===== src/rtl/match_pkg.sv =====
// Shared definitions for the match command sequencer.
// Holds the ALU opcode constants and the sequencer FSM state encoding.
// Imported by match_cmd_sequencer and match_alu_core.
package match_pkg;

  localparam int unsigned OP_INC = 17;
  localparam int unsigned OP_ADD = 21;
  localparam int unsigned OP_SUB = 34;

  typedef enum logic [1:0] {
    IDLE  = 2'd0,
    DRIVE = 2'd1,
    HOLD  = 2'd2
  } state_t;

endpackage


===== src/rtl/match_cmd_sequencer_alu.sv =====
// match_alu_core: combinational opcode-match ALU.
// The first operand doubles as the opcode. All results are modulo 2^WIDTH.
//   A=OP_INC -> A+1, A=OP_ADD -> A+B, A=OP_SUB -> A-B, otherwise low bits of A*B.
// Ports:
//   A    in  WIDTH  opcode / first operand
//   B    in  WIDTH  second operand
//   XOUT out WIDTH  result
module match_alu_core
  import match_pkg::*;
#(
  parameter int WIDTH = 8
) (
  input  logic [WIDTH-1:0] A,
  input  logic [WIDTH-1:0] B,
  output logic [WIDTH-1:0] XOUT
);

  localparam logic [WIDTH-1:0] INC_CODE = WIDTH'(OP_INC);
  localparam logic [WIDTH-1:0] ADD_CODE = WIDTH'(OP_ADD);
  localparam logic [WIDTH-1:0] SUB_CODE = WIDTH'(OP_SUB);

  always_comb begin
    XOUT = A * B;
    if (A == INC_CODE) begin
      XOUT = A + WIDTH'(1);
    end else if (A == ADD_CODE) begin
      XOUT = A + B;
    end else if (A == SUB_CODE) begin
      XOUT = A - B;
    end
  end

endmodule


===== src/rtl/match_cmd_sequencer.sv =====
// match_cmd_sequencer: queues (A,B) commands in a DEPTH-entry FIFO, runs each
// through the opcode-match ALU one at a time and presents the registered
// result with a valid/ready handshake.
// Optional feature: define MATCH_CMD_SEQUENCER_COUNT_EN to add the 16-bit
// CMD_COUNT output counting completed (consumed) results.
// Ports:
//   CLK        in   clock, rising edge
//   RST_N      in   asynchronous active-low reset
//   IN_VALID   in   command offered
//   IN_READY   out  FIFO not full
//   IN_A       in   opcode / first operand
//   IN_B       in   second operand
//   OUT_VALID  out  RES_DATA holds an unconsumed result
//   OUT_READY  in   consumer accepts the result
//   RES_DATA   out  registered result
//   CMD_COUNT  out  completed-command count (MATCH_CMD_SEQUENCER_COUNT_EN only)
module match_cmd_sequencer
  import match_pkg::*;
#(
  parameter int DEPTH = 4,
  parameter int WIDTH = 8
) (
  input  logic             CLK,
  input  logic             RST_N,
  input  logic             IN_VALID,
  output logic             IN_READY,
  input  logic [WIDTH-1:0] IN_A,
  input  logic [WIDTH-1:0] IN_B,
  output logic             OUT_VALID,
  input  logic             OUT_READY,
  output logic [WIDTH-1:0] RES_DATA
`ifdef MATCH_CMD_SEQUENCER_COUNT_EN
  ,
  output logic [15:0]      CMD_COUNT
`endif
);

  localparam int PW = $clog2(DEPTH);

  logic [WIDTH-1:0] mem_a [DEPTH];
  logic [WIDTH-1:0] mem_b [DEPTH];
  logic [PW-1:0]    wr_ptr;
  logic [PW-1:0]    rd_ptr;
  logic [PW:0]      count;

  logic [WIDTH-1:0] a_reg;
  logic [WIDTH-1:0] b_reg;
  logic [WIDTH-1:0] alu_out;

  state_t state;
  state_t state_nxt;
  logic   push;
  logic   pop;
  logic   capture;
  logic   empty;
  logic   out_valid_nxt;

  assign empty    = (count == '0);
  assign IN_READY = (count != (PW+1)'(DEPTH));
  assign push     = IN_VALID && IN_READY;

  match_alu_core #(.WIDTH(WIDTH)) u_alu (
    .A    (a_reg),
    .B    (b_reg),
    .XOUT (alu_out)
  );

  // Sequencer control. OUT_VALID is dropped whenever HOLD is left so that a
  // result is never presented while the next one is still being captured.
  always_comb begin
    state_nxt     = state;
    pop           = 1'b0;
    capture       = 1'b0;
    out_valid_nxt = OUT_VALID;
    case (state)
      IDLE: begin
        if (!empty) begin
          pop       = 1'b1;
          state_nxt = DRIVE;
        end
      end
      DRIVE: begin
        capture       = 1'b1;
        out_valid_nxt = 1'b1;
        state_nxt     = HOLD;
      end
      HOLD: begin
        if (OUT_READY) begin
          out_valid_nxt = 1'b0;
          if (!empty) begin
            pop       = 1'b1;
            state_nxt = DRIVE;
          end else begin
            state_nxt = IDLE;
          end
        end
      end
      default: state_nxt = IDLE;
    endcase
  end

  always_ff @(posedge CLK or negedge RST_N) begin
    if (!RST_N) begin
      state <= IDLE;
    end else begin
      state <= state_nxt;
    end
  end

  // FIFO storage needs no reset: entries are only read after being written.
  always_ff @(posedge CLK) begin
    if (push) begin
      mem_a[wr_ptr] <= IN_A;
      mem_b[wr_ptr] <= IN_B;
    end
  end

  // Pointers wrap naturally because DEPTH is a power of two.
  always_ff @(posedge CLK or negedge RST_N) begin
    if (!RST_N) begin
      wr_ptr <= '0;
      rd_ptr <= '0;
      count  <= '0;
    end else begin
      if (push) wr_ptr <= wr_ptr + PW'(1);
      if (pop)  rd_ptr <= rd_ptr + PW'(1);
      if (push && !pop)      count <= count + (PW+1)'(1);
      else if (pop && !push) count <= count - (PW+1)'(1);
    end
  end

  always_ff @(posedge CLK or negedge RST_N) begin
    if (!RST_N) begin
      a_reg     <= '0;
      b_reg     <= '0;
      RES_DATA  <= '0;
      OUT_VALID <= 1'b0;
    end else begin
      if (pop) begin
        a_reg <= mem_a[rd_ptr];
        b_reg <= mem_b[rd_ptr];
      end
      if (capture) RES_DATA <= alu_out;
      OUT_VALID <= out_valid_nxt;
    end
  end

`ifdef MATCH_CMD_SEQUENCER_COUNT_EN
  always_ff @(posedge CLK or negedge RST_N) begin
    if (!RST_N) begin
      CMD_COUNT <= '0;
    end else if (OUT_VALID && OUT_READY) begin
      CMD_COUNT <= CMD_COUNT + 16'd1;
    end
  end
`endif

endmodule

===== config.mk =====
export PLATFORM = sky130hd
export DESIGN_NAME = match_cmd_sequencer
export DESIGN_NICKNAME = d
export VERILOG_FILES = /design/src/rtl/match_pkg.sv /design/src/rtl/match_cmd_sequencer_alu.sv /design/src/rtl/match_cmd_sequencer.sv
export SDC_FILE = /design/constraint.sdc
export NUM_CORES = 1
export LEC_CHECK = 0
export ABC_AREA = 0
export CORE_MARGIN = 4
export CORE_UTILIZATION = 28
export CTS_CLUSTER_DIAMETER = 40
export DETAILED_ROUTE_END_ITERATION = 10
export HOLD_SLACK_MARGIN = 0.05
export PLACE_DENSITY = 0.48
export SLEW_MARGIN = 20
export SYNTH_ARGS = -nofsm -noshare
export SYNTH_HDL_FRONTEND = slang
export SYNTH_HIERARCHICAL = 1
export SYNTH_SLANG_ARGS = --single-unit

===== constraint.sdc =====
create_clock -name CLK -period 5.3 [get_ports CLK]
set_input_delay 1.06 -clock CLK [delete_from_list [all_inputs] [get_ports CLK]]
set_output_delay 1.06 -clock CLK [all_outputs]
set_load 0.01 [all_outputs]

==> reports/metrics.cfg, run 1 <==
[die]
die-height_um = 147.6
dieArea_um2 = 21780
io_pins = 30
fp.dieW_um = 147.6
rows = 50
start_util_pct = 28.77
core_um2 = 18960

[min_path]
hp-class = reg -> reg

[outcome]
outcome = finished clean

[synth]
synthTopCellsByCount = 64 x edfxtp_1, 48 x inv_1, 38 x ha_1
ys_ff_latch = 98
synth_warnings = 6
syn-cell-area_um2 = 5454
yosys.cell_types.count = 46
syn_nets = 473
synth_edf_count = 64
yosys.area.top_type_share_pct = 35.24
synth-seq-area-share_pct = 50.84
synth_area_leaders = edfxtp_1 35%, dfrtp_1 16%, ha_1 8.7%
ys.flop_type = edfxtp_1
yosysMostFrequentCell = edfxtp_1
avgSynthCellArea_um2 = 13.63
synth_area_leader_cell = edfxtp_1
postSynth.asyncResetShare_pct = 34.69
synth_cells = 400

[cts]
hold_buffers = 0
post_cts_buffers = 0
cts_resized = 0
clk_latency_ps = 340
clk_path_buf_depth = 2
cts_sinks = 98
numCtsBuffers = 9
path_clk_slew_ps = 60
cts_tree = yes
root_buffer = clkbuf_16
cts_htree_levels = 3

[setup_path]
crit_required_ps = 5530
worstPathArrival_ps = 4640
crit_fanout = 10
end_kind = flip-flop
crit_path_start_kind = flip-flop
worstSetupPathType = reg -> reg

[timing]
slew_viol_final = 0
setup_tns_ps = 0
finalCriticalPeriod_ps = 4410
setup_viol = 0
finalHoldViolations = 0
grt_setup_unrepaired = false
finalWorstSetupSlack_ps = 890.0
fin_crit_sh_pct = 83.21
fmax_ghz = 0.2268
slew_headroom_pct = 41.21
worst_pin_slew_ps = 881.8
finClkSkew_ps = 4.744

[detailed_routing]
routed_wl_um = 10800
initialDrtViolationCount = 204
postRouteAntennaNets = 0
drc = 0
vias = 3075
dr.pass1.iters = 4
wl_per_cell_um = 15.38
vias_per_cell = 4.380

[flow_run]
max_cap_viol_count = 0

[final_layout]
reg_top3 = mem_a: 32 flops, mem_b: 32 flops
drive_gt1_share_pct = 16.97
design_area_um2 = 6344
multiInputGateArea_um2 = 2450
fillers = 1884
fin_nets = 510
layout.area.seq_um2 = 2773
syn2layout_area_growth_pct = 16.31
diodes = 0

[placement]
pre_cts_ws_ps = 861.9
place_hpwl_um = 7837
io_buffers = 29
postPlaceCellArea_um2 = 6048
place_congestion = 0.8102

[grt]
grt_max_degree = 35
grt_usage_pct = 10.69
grt_pass1_wl_um = 18240
grt_overflow = 0
antenna_found_initial = 0
grt_pass1_vias = 3303

-- layout by cell type, fill, tap and decap left out, types with 15 or more instances in the layout --
cell              n
a21oi_1          17
clkdlybuf4s50_1  29
dfrtp_1          34
edfxtp_1         64
fa_1             15
ha_1             38
inv_1            48
mux2_2           19
nand2_1          23
nor2_1           22
xnor2_1          21
-- logic make-up (layout without fill, tap and decap cells) --
| logic type | count (synthesis) | in the layout | share of synthesized area, % |
|---|---|---|---|
| flip-flops | 98 | 98 | 50.84 |
| AND/OR/NAND/NOR | 77 | 77 | 7.410 |
| buffers and inverters | 55 | 97 | 4.244 |
| adder cells (fa/ha/maj) | 53 | 53 | 14.22 |
| multiplexers | 43 | 43 | 12.78 |
| AO/OA/AOI/OAI | 41 | 41 | 5.070 |
| XOR/XNOR | 33 | 33 | 5.437 |
-- metal layers --
metal | vias up | track usage [%] | wire (um)
met5 | - | 0 | 0
li1 | 1473 | - | -
met1 | 1550 | 14.73 | 5272
met4 | 0 | 2.936 | 76
met2 | 47 | 16.95 | 5089
met3 | 5 | 2.544 | 358
-- metrics by stage --
step | hold WS (ps) | utilization [%] | cells
after detailed placement | 502.3 | 31.91 | 686
after global placement | 490.5 | 31.91 | 686
after global routing | 537.0 | 33.47 | 702
after CTS | 517.2 | 33.47 | 702
final | 509.6 | 33.47 | 702
after floorplan | 474.1 | - | 400
-- final timing paths --
path	start	to	slack [ps]	cells after the start
min in group asynchronous	RST_N	RES_DATA[5]$_DFFE_PN0P_	1120	2
max in group asynchronous	RST_N	b_reg[6]$_DFFE_PN0P_	3850	2
setup / recovery	a_reg[1]$_DFFE_PN0P_	RES_DATA[7]$_DFFE_PN0P_	890	15
setup reg to reg	a_reg[1]$_DFFE_PN0P_	RES_DATA[7]$_DFFE_PN0P_	890	15
hold reg to reg	RES_DATA[0]$_DFFE_PN0P_	RES_DATA[0]$_DFFE_PN0P_	510	1
hold / removal	RES_DATA[0]$_DFFE_PN0P_	RES_DATA[0]$_DFFE_PN0P_	510	1
-- layout make-up --
class	instances	share of cell area [%]
clock inverters	6	1.045
clock buffers	10	3.609
inverters	48	2.840
repair buffers	33	5.049
well taps	260	5.128
flip-flops and latches	98	43.71
multi-input cells	247	38.62
-- critical path, cell delays in order, from the launching register on --
cell and delay, ps:
dfrtp_1 600, nand2_1 150, fa_1 480, fa_1 550, inv_1 50, fa_1 470, inv_1 60, fa_1 530
inv_1 40, ha_1 310, a21oi_1 180, xnor2_1 160, xnor2_1 160, o22ai_1 110, o22a_1 180, mux2_2 250
Power of run 1 is left out: the tool's default activity adds up to more than one toggle a clock period on the data nets, which glitch-free logic cannot reach.
==> run 2: changes to the inputs <==
==> constraint.sdc (replaced) <==
create_clock -name CLK -period 4.35 [get_ports CLK]
set_input_delay 0.87 -clock CLK [delete_from_list [all_inputs] [get_ports CLK]]
set_output_delay 0.87 -clock CLK [all_outputs]
set_load 0.01 [all_outputs]
==> run 2 against run 1 <==
  * Die area unchanged
  * Utilization grew 0.29 points
  * Routed wire length up 4.1%
  * Sequential share of layout area is 0.34 points lower
  * Largest cell class unchanged
  * Register-to-register slack got worse by 690 ps
  * Cell area grew 0.87%
  * Count of clock-buffer cells in the layout shrank 1
  * Critical path depth unchanged
  * First-iteration DRC count fell by 21%
==> reports/metrics.cfg, run 2 (synthesis results as in run 1) <==
[timing]
finalCriticalPeriod_ps = 4148
fin_crit_sh_pct = 95.34
setup_tns_ps = 0
worst_hold_slack_ps = 507.6
grt_setup_unrepaired = false
slew_viol_final = 0
setup_viol = 0
finalHoldViolations = 0
fmax_ghz = 0.2411
finClkSkew_ps = 8.873
worst_pin_slew_ps = 1018
slew_headroom_pct = 32.13

[placement]
io_buffers = 29
place_hpwl_um = 8417
place_congestion = 0.8239

[die]
io_pins = 30
rows = 50
start_util_pct = 28.77
fp.dieW_um = 147.6
dieArea_um2 = 21780
core_um2 = 18960
die-height_um = 147.6

[setup_path]
timing.critical_path.mode_cell = fa_1
end_kind = flip-flop
crit_path_start_kind = flip-flop
worstPathCellList = nand2_1, fa_1, fa_1, inv_1, fa_1, inv_1, fa_1, inv_1, ha_1, a21oi_1, xnor2_1, xnor2_1, o22ai_1, o22a_1, mux2_2
crit_required_ps = 4580
cp_top_family = adder cells
crit_fanout = 7
crit_buf_inv = 3
cp_slowest_cell = fa_1
worstSetupPathType = reg -> reg
worstPathArrival_ps = 4380
max_stage_delay_ps = 550

[final_layout]
syn2layout_area_growth_pct = 17.32
final_common_cell = edfxtp_1
reg_top3 = mem_a: 32 flops, mem_b: 32 flops
final_cell_mix = 64 x edfxtp_1, 48 x inv_1, 37 x ha_1
fin_nets = 519
drive_gt1_share_pct = 19.29
diodes = 0
fillers = 1888

[grt]
busiest_layer = met2
grt_usage_pct = 10.96
grt_pass1_vias = 3301
antenna_found_initial = 0
grt_overflow = 0
grt_pass1_wl_um = 18530
use_met2_pct = 18.17
grt_max_degree = 35
grtUsageMet3_pct = 2.422
gr-usage-met1_pct = 14.68

[cts]
clk_path_buf_depth = 2
cts_htree_levels = 3
root_buffer = clkbuf_16
hold_buffers = 0
cts_tree = yes
numCtsBuffers = 9
cts_sinks = 98
clk_latency_ps = 350
path_clk_slew_ps = 70

[outcome]
outcome = finished clean

[detailed_routing]
initialDrtViolationCount = 161
vias = 3137
vias_per_cell = 4.412
wl_per_cell_um = 15.81
routed_wl_um = 11240
drc = 0
postRouteAntennaNets = 0
dr.pass1.iters = 4

[flow_run]
max_cap_viol_count = 0

[min_path]
hp-class = reg -> reg

## run 2: cell types whose count changed in the layout (fill, tap and decap cells not counted), sizes merged
cell | before | now
bufinv | 1 | 0
inv | 49 | 50
clkbuf | 10 | 9
clkinv | 1 | 5
clkinvlp | 3 | 0
buf | 4 | 13
## run 2: final timing paths
check,startpoint,to,slack [ps],depth (start not counted)
hold reg to reg,RES_DATA[2]$_DFFE_PN0P_,RES_DATA[2]$_DFFE_PN0P_,510,1
hold / removal,RES_DATA[2]$_DFFE_PN0P_,RES_DATA[2]$_DFFE_PN0P_,510,1
min in group asynchronous,RST_N,RES_DATA[3]$_DFFE_PN0P_,930,2
setup reg to reg,b_reg[4]$_DFFE_PN0P_,RES_DATA[7]$_DFFE_PN0P_,200,15
setup / recovery,b_reg[4]$_DFFE_PN0P_,RES_DATA[7]$_DFFE_PN0P_,200,15
max in group asynchronous,RST_N,b_reg[3]$_DFFE_PN0P_,3070,2
## run 2: cell type report
class | count | area, um^2 | share of cell area, %
Inverter | 48 | 180.2 | 2.816
Clock buffer | 9 | 225.2 | 3.520
Tap cell | 260 | 325.3 | 5.084
Clock inverter | 7 | 52.55 | 0.8213
Sequential cell | 98 | 2775 | 43.37
Timing Repair Buffer | 42 | 387.9 | 6.062
Multi-Input combinational cell | 247 | 2452 | 38.33
## run 2: stage by stage
stage / setup WS [ps] / instance area [um^2] / utilization (%) / cells
after floorplan: 131.4 / 5454 / - / 400
after global placement: 200.2 / 6108 / 32.22 / 694
after detailed placement: 155.8 / 6108 / 32.22 / 694
after CTS: 146.8 / 6386 / 33.69 / 710
after global routing: 3.680 / 6399 / 33.76 / 711
final: 202.5 / 6399 / 33.76 / 711
## run 2: metal layers
layer	up-vias	share of wire [%]	wire [um]
met4	0	1.1	121
met5	-	0	0
met3	11	3.1	352
met2	47	49	5535
li1	1501	-	-
met1	1578	47	5229
## run 2: what timing repair did
item	4_1_cts	5_1_grt
endpoints found under the setup margin	0	1
resized for setup	0	3
buffers inserted	0	1
Power of run 2 is left out for the same reason.
==> run 3: changes to the inputs <==
--- a/config.mk
+++ b/config.mk
@@ -6,10 +6,12 @@
 export NUM_CORES = 1
 export LEC_CHECK = 0
 export ABC_AREA = 0
+export ABC_CLOCK_PERIOD_IN_PS = 4350
 export CORE_MARGIN = 4
 export CORE_UTILIZATION = 28
 export CTS_CLUSTER_DIAMETER = 40
 export DETAILED_ROUTE_END_ITERATION = 10
+export GPL_TIMING_DRIVEN = 0
 export HOLD_SLACK_MARGIN = 0.05
 export PLACE_DENSITY = 0.48
 export SLEW_MARGIN = 20
==> run 3 against run 2 <==
  * Flip-flop and latch count is the same
  * Fmax is essentially flat
  * Sequential share of layout area shrank 1.2 points
  * Die area is the same
  * Cell area grew 3.1%
  * Non-clock buffer count grew 8
  * Worst hold slack lost 170 ps
  * Largest cell class unchanged
==> reports/metrics.cfg, run 3 (synthesis results as in run 1) <==
[outcome]
outcome = finished clean

[setup_path]
crit_cells = 16
crit_path_start_kind = flip-flop
worstSetupPathType = reg -> reg
crit_fanout = 4
max_stage_delay_ps = 540
reg2reg_depth = 16
crit_required_ps = 4590
cp_top_family = adder cells
crit_buf_inv = 4
end_kind = flip-flop
cp_slowest_cell = fa_1
worstPathCellList = clkbuf_16, nand2_1, fa_2, fa_1, inv_1, fa_1, inv_1, fa_1, inv_1, ha_4, a21oi_2, xnor2_1, xnor2_1, o22ai_1, o22a_1, mux2_2
worstPathArrival_ps = 4380

[detailed_routing]
wl_per_cell_um = 15.46
postRouteAntennaNets = 0
dr.pass1.iters = 5
drc = 0
initialDrtViolationCount = 129
vias = 3141
vias_per_cell = 4.369
routed_wl_um = 11120

[die]
io_pins = 30
die-height_um = 147.6
core_um2 = 18960
fp.dieW_um = 147.6
rows = 50
dieArea_um2 = 21780
start_util_pct = 28.77

[final_layout]
diodes = 0
drive_gt1_share_pct = 23.97
multiInputGateArea_um2 = 2506
final_common_cell = edfxtp_1
fillers = 1840
layout.area.seq_um2 = 2783
syn2layout_area_growth_pct = 20.92
reg_top3 = mem_a: 32 flops, mem_b: 32 flops
design_area_um2 = 6595
fin_nets = 527
final_cell_mix = 64 x edfxtp_1, 45 x inv_1, 34 x ha_1

[timing]
worst_pin_slew_ps = 904.7
slew_headroom_pct = 39.69
finalCriticalPeriod_ps = 4145
fin_crit_sh_pct = 95.28
fmax_ghz = 0.2413
finalHoldViolations = 0
setup_tns_ps = 0
slew_viol_final = 0
setup_viol = 0
finClkSkew_ps = 10.13
finalWorstSetupSlack_ps = 205.2

[grt]
grt_max_degree = 30
grt_pass1_wl_um = 18520
grt_overflow = 0
grt_usage_pct = 10.94
grt_pass1_vias = 3378
antenna_found_initial = 0

[cts]
hold_buffers = 0
root_buffer = clkbuf_16
clk_latency_ps = 350
cts_htree_levels = 3
clk_path_buf_depth = 2
numCtsBuffers = 9
cts_tree = yes
path_clk_slew_ps = 70
cts_sinks = 98

[placement]
io_buffers = 29
postPlaceCellArea_um2 = 6085
place_hpwl_um = 7956
pre_cts_ws_ps = -589.6
place_congestion = 0.7751

[min_path]
hp-class = in -> async

[flow_run]
max_cap_viol_count = 0

==> run 3: changes by cell type in the layout (fill, tap and decap cells not counted), sizes merged <==
cell | previous run | this run
buf | 13 | 20
clkinv | 5 | 2
clkbuf | 9 | 11
clkinvlp | 0 | 2
bufinv | 0 | 1
clkdlybuf4s50 | 29 | 28
==> run 3: final timing paths <==
| path | to | slack (ps) | from |
|---|---|---|---|
| worst max register to register | RES_DATA[7]$_DFFE_PN0P_ | 210 | a_reg[2]$_DFFE_PN0P_ |
| min in group CLK | RES_DATA[1]$_DFFE_PN0P_ | 510 | RES_DATA[1]$_DFFE_PN0P_ |
| worst max-delay path | RES_DATA[7]$_DFFE_PN0P_ | 210 | a_reg[2]$_DFFE_PN0P_ |
| worst min register to register | RES_DATA[1]$_DFFE_PN0P_ | 510 | RES_DATA[1]$_DFFE_PN0P_ |
| max in group asynchronous | a_reg[3]$_DFFE_PN0P_ | 3600 | RST_N |
| worst min-delay path | RES_DATA[4]$_DFFE_PN0P_ | 340 | RST_N |
==> run 3: layout make-up <==
| type | instances | share of cell area, % |
|---|---|---|
| buffer | 7 | 1.100 |
| clock buffer | 9 | 3.415 |
| clock inverter | 7 | 1.404 |
| inverter | 48 | 2.846 |
| multi-input combinational | 247 | 38.00 |
| sequential | 98 | 42.19 |
| tap | 260 | 4.933 |
| timing repair buffer | 43 | 6.109 |
==> run 3: metal layers <==
| metal | part of all wire [%] | GRT usage (%) |
|---|---|---|
| met4 | 1.5 | 3.448 |
| met3 | 2.5 | 2.452 |
| met2 | 48 | 17.85 |
| met5 | 0 | 0 |
| met1 | 48 | 14.55 |
==> run 3: worst reg2reg max path, cell delays in order, from the launching register on <==
cell	delay [ps]
dfrtp_2	440
clkbuf_16	160
nand2_1	70
fa_2	370
fa_1	540
inv_1	50
fa_1	470
inv_1	60
fa_1	530
inv_1	70
ha_4	250
a21oi_2	180
xnor2_1	150
xnor2_1	160
o22ai_1	100
o22a_1	190
mux2_2	260
==> run 3: repair_timing <==
item                                   in CTS  in global routing
endpoints found under the hold margin       0                  0
pin swaps                                   2                  5
gates resized for setup                    11                 12
buffers inserted                           11                  2
setup endpoints to repair                   2                  1
==> run 3: stage by stage <==
stage | std cells | utilization (%) | hold slack, ps
2_1_floorplan | 400 | - | 474.1
3_3_place_gp | 689 | 32.02 | 492.0
3_5_place_dp | 690 | 32.10 | 499.6
4_1_cts | 717 | 34.38 | 329.9
5_1_grt | 719 | 34.79 | 331.0
6_report | 719 | 34.79 | 337.8
Power of run 3 is left out for the same reason.
